==> src/rtl/ff7_wb_stage.sv <==
// FF7 writeback stage: 2-deep bundle FIFO in front of the dual-port register file,
// resolving same-address even/odd writes and counting retired writes per pipe.
module ff7_wb_stage #(
  parameter int RT_W    = 128,
  parameter int ADDR_W  = 7,
  parameter int UID_W   = 3,
  parameter int MADDR_W = 32,
  parameter int CNT_W   = 32
) (
  input  logic               clk,
  input  logic               rst,
  input  logic               flush,
  input  logic               in_valid,
  output logic               in_ready,
  input  logic [ADDR_W-1:0]  in_rtaddr_e,
  input  logic               in_wreg_e,
  input  logic [RT_W-1:0]    in_rt_e,
  input  logic [UID_W-1:0]   in_uid_e,
  input  logic [ADDR_W-1:0]  in_rtaddr_o,
  input  logic               in_wreg_o,
  input  logic [RT_W-1:0]    in_rt_o,
  input  logic [UID_W-1:0]   in_uid_o,
  input  logic [MADDR_W-1:0] in_maddr,
  input  logic               rf_ready,
  output logic               rf_we_e,
  output logic [ADDR_W-1:0]  rf_waddr_e,
  output logic [RT_W-1:0]    rf_wdata_e,
  output logic               rf_we_o,
  output logic [ADDR_W-1:0]  rf_waddr_o,
  output logic [RT_W-1:0]    rf_wdata_o,
  output logic [UID_W-1:0]   wb_uid_e,
  output logic [UID_W-1:0]   wb_uid_o,
  output logic [MADDR_W-1:0] wb_maddr,
  output logic [CNT_W-1:0]   retire_cnt_e,
  output logic [CNT_W-1:0]   retire_cnt_o,
  output logic [CNT_W-1:0]   conflict_cnt
);

  typedef struct packed {
    logic               wreg_e;
    logic [ADDR_W-1:0]  addr_e;
    logic [RT_W-1:0]    rt_e;
    logic [UID_W-1:0]   uid_e;
    logic               wreg_o;
    logic [ADDR_W-1:0]  addr_o;
    logic [RT_W-1:0]    rt_o;
    logic [UID_W-1:0]   uid_o;
    logic [MADDR_W-1:0] maddr;
  } bundle_t;

  function automatic logic [CNT_W-1:0] sat_inc(input logic [CNT_W-1:0] v, input logic en);
    return (en && (v != '1)) ? v + CNT_W'(1) : v;
  endfunction

  bundle_t              mem_q [2];
  bundle_t              mem_d [2];
  bundle_t              head;
  logic [1:0]           count_q, count_d;
  logic                 head_q, head_d, tail_q, tail_d;
  logic                 in_ready_q, in_ready_d;
  logic                 we_e_q, we_e_d, we_o_q, we_o_d;
  logic [ADDR_W-1:0]    waddr_e_q, waddr_e_d, waddr_o_q, waddr_o_d;
  logic [RT_W-1:0]      wdata_e_q, wdata_e_d, wdata_o_q, wdata_o_d;
  logic [UID_W-1:0]     uid_e_q, uid_e_d, uid_o_q, uid_o_d;
  logic [MADDR_W-1:0]   maddr_q, maddr_d;
  logic [CNT_W-1:0]     retire_cnt_e_q, retire_cnt_e_d;
  logic [CNT_W-1:0]     retire_cnt_o_q, retire_cnt_o_d;
  logic [CNT_W-1:0]     conflict_cnt_q, conflict_cnt_d;
  logic                 push, drain, conflict;

  always_comb begin
    head     = mem_q[head_q];
    // Odd pipe is the younger instruction, so it owns a shared destination.
    conflict = head.wreg_e && head.wreg_o && (head.addr_e == head.addr_o);
    push     = in_valid && in_ready_q && !flush;
    drain    = (count_q != 2'd0) && rf_ready && !flush;

    mem_d = mem_q;
    if (push) begin
      mem_d[tail_q] = '{wreg_e: in_wreg_e, addr_e: in_rtaddr_e, rt_e: in_rt_e, uid_e: in_uid_e,
                        wreg_o: in_wreg_o, addr_o: in_rtaddr_o, rt_o: in_rt_o, uid_o: in_uid_o,
                        maddr: in_maddr};
    end

    count_d = count_q;
    if (push && !drain)      count_d = count_q + 2'd1;
    else if (drain && !push) count_d = count_q - 2'd1;
    head_d = drain ? ~head_q : head_q;
    tail_d = push  ? ~tail_q : tail_q;
    if (flush) begin
      count_d = 2'd0;
      head_d  = 1'b0;
      tail_d  = 1'b0;
    end
    in_ready_d = (count_d != 2'd2);

    we_e_d    = drain && head.wreg_e && !conflict;
    we_o_d    = drain && head.wreg_o;
    waddr_e_d = drain ? head.addr_e : waddr_e_q;
    wdata_e_d = drain ? head.rt_e   : wdata_e_q;
    uid_e_d   = drain ? head.uid_e  : uid_e_q;
    waddr_o_d = drain ? head.addr_o : waddr_o_q;
    wdata_o_d = drain ? head.rt_o   : wdata_o_q;
    uid_o_d   = drain ? head.uid_o  : uid_o_q;
    maddr_d   = drain ? head.maddr  : maddr_q;

    retire_cnt_e_d = sat_inc(retire_cnt_e_q, we_e_d);
    retire_cnt_o_d = sat_inc(retire_cnt_o_q, we_o_d);
    conflict_cnt_d = sat_inc(conflict_cnt_q, drain && conflict);
  end

  // FIFO storage carries no reset; occupancy is tracked by count_q alone.
  always_ff @(posedge clk) begin
    mem_q <= mem_d;
  end

  always_ff @(posedge clk) begin
    if (rst) begin
      count_q        <= 2'd0;
      head_q         <= 1'b0;
      tail_q         <= 1'b0;
      in_ready_q     <= 1'b1;
      we_e_q         <= 1'b0;
      we_o_q         <= 1'b0;
      waddr_e_q      <= '0;
      wdata_e_q      <= '0;
      uid_e_q        <= '0;
      waddr_o_q      <= '0;
      wdata_o_q      <= '0;
      uid_o_q        <= '0;
      maddr_q        <= '0;
      retire_cnt_e_q <= '0;
      retire_cnt_o_q <= '0;
      conflict_cnt_q <= '0;
    end else begin
      count_q        <= count_d;
      head_q         <= head_d;
      tail_q         <= tail_d;
      in_ready_q     <= in_ready_d;
      we_e_q         <= we_e_d;
      we_o_q         <= we_o_d;
      waddr_e_q      <= waddr_e_d;
      wdata_e_q      <= wdata_e_d;
      uid_e_q        <= uid_e_d;
      waddr_o_q      <= waddr_o_d;
      wdata_o_q      <= wdata_o_d;
      uid_o_q        <= uid_o_d;
      maddr_q        <= maddr_d;
      retire_cnt_e_q <= retire_cnt_e_d;
      retire_cnt_o_q <= retire_cnt_o_d;
      conflict_cnt_q <= conflict_cnt_d;
    end
  end

  assign in_ready     = in_ready_q;
  assign rf_we_e      = we_e_q;
  assign rf_waddr_e   = waddr_e_q;
  assign rf_wdata_e   = wdata_e_q;
  assign rf_we_o      = we_o_q;
  assign rf_waddr_o   = waddr_o_q;
  assign rf_wdata_o   = wdata_o_q;
  assign wb_uid_e     = uid_e_q;
  assign wb_uid_o     = uid_o_q;
  assign wb_maddr     = maddr_q;
  assign retire_cnt_e = retire_cnt_e_q;
  assign retire_cnt_o = retire_cnt_o_q;
  assign conflict_cnt = conflict_cnt_q;

endmodule

==> config.mk <==
export PLATFORM = sky130hd
export DESIGN_NAME = ff7_wb_stage
export DESIGN_NICKNAME = d
export VERILOG_FILES = /design/src/rtl/ff7_wb_stage.sv
export SDC_FILE = /design/constraint.sdc
export NUM_CORES = 1
export LEC_CHECK = 0
export ABC_AREA = 1
export ABC_CLOCK_PERIOD_IN_PS = 22100
export BUFFER_PORTS_ARGS = -buffer_cell sky130_fd_sc_hd__buf_2
export CAP_MARGIN = 15
export CORE_AREA = 4 4 396 398
export DETAILED_ROUTE_END_ITERATION = 8
export DIE_AREA = 0 0 400 402
export SETUP_SLACK_MARGIN = 0.5
export SYNTH_ARGS = -nofsm -noshare
export SYNTH_HDL_FRONTEND = slang
export SYNTH_SLANG_ARGS = --single-unit
==> constraint.sdc <==
create_clock -name clk -period 22.1 [get_ports clk]
set_clock_uncertainty 0.1 [all_clocks]
set_input_delay 2.21 -clock clk [delete_from_list [all_inputs] [get_ports clk]]
set_output_delay 2.21 -clock clk [all_outputs]
set_load 0.01 [all_outputs]
; After elaboration in Yosys (flattened, before gate mapping)
; Cells that the tools add are included.
[word_totals]
ff_bits = 1031
in_bits = 315
output_inout_bits = 407
elab_cells = 82
[op_classes]
add_sub_neg = 5
n_lt_le_gt_ge = 3
eq_ne = 5
muxes = 9
n_bitwise = 4
reduce_logical = 22
[op_table]
columns = op, count
row1 = 2-to-1 mux 310 bit, 4
row2 = bitwise mux 620 bit, 1
row3 = demux 310 bit (select 1 bit), 1
row4 = adder 32 x 1 -> 32 bit (second input constant), 3
row5 = inequality test 32 bit (second input constant), 3
row6 = logical AND 1 bit, 16
row7 = equality test 7 bit, 1
row8 = 2-to-1 mux 2 bit, 3
row9 = greater-or-equal comparator 2 bit (second input constant), 2
row10 = logical NOT 1 bit, 4
row11 = inverter 1 -> 2 bit, 2
row12 = adder 2 x 1 -> 2 bit (second input constant), 1
row13 = < comparator 2 x 1 -> 1 bit (second input constant), 1
row14 = inequality test 2 bit (second input constant), 1
row15 = inverter 1 bit, 2
row16 = nonzero test 2 bit, 1
row17 = OR reduction 2 bit, 1
row18 = subtractor 2 x 1 -> 2 bit (second input constant), 1

; Depth between registers and ports, before layout
[depth]
depth_word = 9
depth_mapped = 16
ltp_nobuf = 14

; Worst setup path before layout
; OpenSTA, ideal clock, no wires.
[synth_path]
path_kind = input to register
startpoint = input in_valid
endpoint = register mem_q[0] in the netlist's numbering, enable pin
setup_time_ps = 988
arrival_ps = 15332
required_time_ps = 21012
setup_slack_ps = 5680
stages = 4
n_path_buf = 0
cell_sequence = nand2_1 -> nor2_1 -> inv_1 -> nor2_1
[synth_via]
elab_chain_len = 2
[synth_lines]
columns = element, line
row1 = from (decl), 13  ; input logic in_valid,
row2 = logical AND 1 bit (2 in a row), 75  ; push = in_valid && in_ready_q && !flush;
row3 = to (signal assigned), 114  ; mem_q <= mem_d;
row4 = to (decl), 55  ; bundle_t mem_q [2];
; Every way passes these cells.
; A chain may end at the register's enable or synchronous reset.

; Worst setup path after layout
[layout_path]
startpoint = input rf_ready
endpoint = register wdata_e_q[11], in the netlist rf_wdata_e[11]
[layout_via]
elab_chain_len = 2
[layout_lines]
columns = element, line
row1 = from (decl), 24  ; input logic rf_ready,
row2 = logical AND 1 bit (2 in a row), 76  ; drain = (count_q != 2'd0) && rf_ready && !flush;
row3 = to (signal assigned), 143  ; wdata_e_q <= wdata_e_d;
row4 = to (decl), 63  ; logic [RT_W-1:0] wdata_e_q, wdata_e_d, wdata_o_q, wdata_o_d;
; Every way passes these cells.

==> impl_metrics.toml <==
[timing]
post-route-period-util_pct = 27.8
tightestPinTransition_ns = 1.14
setup_ws_ns = 15.95
hold_slack_ns = 0.381
slew_viol_final = 0
fmax_mhz = 163
slew-limit-headroom_pct = 24.2
fin_tns_setup_ns = 0
finalSetupViolations = 0
finalHoldViolations = 0
fin_crit_ns = 6.15
rsz0062_at_grt = "false"

[setup_path]
start_kind = "input port"
crit_slowest_cell = "buf_4"
reg2reg_to = "rf_wdata_e[11]$_SDFFE_PP0P_"
critPathMaxFanout = 117
crit_type = "input port to flop"
critPathMostFrequentCell = "buf_4"
worstSetupStartpoint = "rf_ready"
reg2reg_from = "count_q[0]$_SDFF_PP0_"
cp-end-kind = "flop"
critical-path-max-stage-delay_ns = 0.91
endpoint = "rf_wdata_e[11]$_SDFFE_PP0P_"
critPathArrivalTime_ns = 6.69
reg2regPathDepth = 10
cp.required_ns = 22.64
rrSetupSlack_ns = 16.95
path_cells = "buf_2 > inv_1 > nor2_1 > nand2_1 > inv_8 > buf_4 > buf_4 > buf_4 > o21ai_0 > a31oi_1"

[global_route]
grt_pass1_vias = 26260
grt_pass1_wl_um = 161000
antenna_found_initial = 42
grt_usage_pct = 13.0
grt_max_degree = 217
overflow = 0

[clock_tree]
htreeDepth = 3
cts.sinks = 1031
cts-root-buf = "clkbuf_16"
cts_tree = "built"
clkTransAtPathRegs_ns = 0.06
cts_setup_buffers = 0
insertion_delay_ns = 0.74
cts_hold_buf = 0
post_cts_resize_count = 0
clockBufferDepth = 3
cts_made_buffers = 110

[detailed_routing]
antenna_left = 0
wl_um = 110000
drt-initial-drc-count = 1802
num_vias = 27791
dr.pass1.iters = 5
post_drt_wl_per_cell_um = 17.2
vias_per_cell = 4.36
drc = 0

[logic_synthesis]
synth_edf_count = 620
netlist.area_leader.share_pct = 48.8
synthTopCellsByArea = "edfxtp_1 49%, dfxtp_1 22%, nand2_1 10%, a31oi_1 4.8%, o21ai_0 4.2%"
synth-seq-cells = 1031
ys_types = 37
syn-num-nets = 3867
netlist.top_cell.by_area = "edfxtp_1"
avgSynthCellArea_um2 = 10.8
synth_area_mm2 = 0.0382
ys.flop_type = "edfxtp_1"
syn_inst = 3548
synthArstFlopShare_pct = 0
synthTopCellsByCount = "1021 x nand2_1, 620 x edfxtp_1, 411 x dfxtp_1, 317 x o21ai_0, 294 x a31oi_1"
yosysWarnings = 0
yosysMostFrequentCell = "nand2_1"
ys_seq_area_share_pct = 70.4

[final_layout]
syn_to_final_growth_pct = 24.6
drive_gt1_share_pct = 22.3
fin_nets = 4525

[place]
io_buffers = 721
gp_congestion = 0.883
pre_cts_ws_ns = 15.26
hpwl_um = 71900

[flow_run]
cap_violations = 0

[pwr]
p_per_area_mw_per_mm2 = 87.1
power.leakage_nw = 18.8
power.total_mw = 4.14
peakVddDrop_mv = 0.0835

[floorplanning]
die_w_um = 400
dieArea_mm2 = 0.161
die_h_um = 402
design.core.area_mm2 = 0.153
rows = 144
boundaryPins = 722
start_util_pct = 24.9

[min_path]
hold-path-cell-count = 2
hold_path_class = "flop to flop"
worstHoldStart = "rf_waddr_e[0]$_SDFFE_PP0P_"

[status]
status = "completed"
==> where the power goes <==
part           total [mW]  switching (mW)  internal [mW]  leakage, nW
combinational       0.163           0.108         0.0545         7.95
sequential           2.12          0.0193           2.10         9.01
clock                1.86           0.797           1.07         1.83
total                4.14           0.924           3.22         18.8
==> how the worst min path moves through the flow <==
| stage | to | slack (ns) |
|---|---|---|
| 3_5_place_dp | rf_waddr_e[0]$_SDFFE_PP0P_ | 0.37 |
| 3_3_place_gp | rf_waddr_e[0]$_SDFFE_PP0P_ | 0.36 |
| 6_report | rf_waddr_e[0]$_SDFFE_PP0P_ | 0.38 |
| 4_1_cts | rf_waddr_e[0]$_SDFFE_PP0P_ | 0.38 |
| 5_1_grt | retire_cnt_o[31]$_SDFFE_PP0P_ | 0.41 |
| 2_1_floorplan | tail_q$_SDFFE_PP0N_ | 0.35 |
==> per-stage QoR <==
step                      area [um2]  util, %  cells
final                          47500     31.0   6379
after floorplan                38200        -   3548
after detailed placement       43700     28.5   6138
after global routing           47500     31.0   6365
after global placement         43700     28.5   6138
after CTS                      47500     31.0   6347
==> kinds of logic (layout without fill, tap and decap cells) <==
logic type               count (synthesis)  after routing  synth area share, %
AND/OR/NAND/NOR                       1419           1419                 14.9
flip-flops                            1031           1031                 70.4
adder cells (fa/ha/maj)                  4              4                0.131
AO/OA/AOI/OAI                          679            679                 9.90
other                                    0             32                    0
buffers and inverters                  384           1139                 4.05
XOR/XNOR                                31             31                0.712
==> placed cells by master, fill, tap and decap left out, types with 2 or more instances in the layout <==
| master | instances |
|---|---|
| a211oi_1 | 2 |
| a21oi_1 | 62 |
| a31oi_1 | 294 |
| buf_2 | 721 |
| buf_4 | 26 |
| bufinv_16 | 6 |
| clkbuf_1 | 17 |
| clkbuf_16 | 111 |
| clkbuf_8 | 19 |
| clkinv_1 | 12 |
| clkinv_16 | 6 |
| clkinv_2 | 25 |
| clkinvlp_4 | 5 |
| dfxtp_1 | 410 |
| diode_2 | 32 |
| edfxtp_1 | 620 |
| ha_1 | 4 |
| inv_1 | 175 |
| inv_2 | 4 |
| inv_6 | 5 |
| inv_8 | 5 |
| nand2_1 | 1021 |
| nand3_1 | 88 |
| nand3_2 | 6 |
| nand3b_1 | 4 |
| nand4_1 | 26 |
| nor2_1 | 222 |
| nor2_2 | 10 |
| nor2_4 | 3 |
| nor3_1 | 30 |
| nor4_1 | 2 |
| o21ai_0 | 317 |
| o21ai_1 | 2 |
| xnor2_1 | 3 |
| xor2_1 | 28 |
==> flip-flops by register name, summed over array words and instances (netlist names) <==
register,flops
conflict_cnt,32
rf_we_e,1
head_q,1
retire_cnt_o,32
rf_wdata_o,128
rf_we_o,1
in_ready,1
rf_waddr_o,7
retire_cnt_e,32
count_q,2
rf_waddr_e,7
wb_maddr,32
rf_wdata_e,128
mem_q,620
wb_uid_o,3
tail_q,1
wb_uid_e,3
==> layout make-up <==
type                       count  area (um2)
inverter                     182         706
sequential                  1031       26800
antenna                       32        80.1
multi-input combinational   2133        9780
fill                       15710      106000
timing repair buffer         748        3820
tap                         2044        2560
clock buffer                 147        3100
clock inverter                62         643
==> critical path, delay by kind of cell <==
kind	cells	cell delay [ns]
and+or+nand+nor	2	0.61
AOI/OAI and AO/OA	2	0.38
buffers and inverters	6	3.32
==> per-layer routing <==
layer,GRT usage (%),vias to the layer above,part of all wire (%)
met5,0,-,0.14
met4,5.61,24,3.8
met3,4.46,214,8.5
met2,21.6,810,48
met1,15.1,13131,39
li1,-,13612,-
No activity file was read; power rests on OpenSTA's default activity.
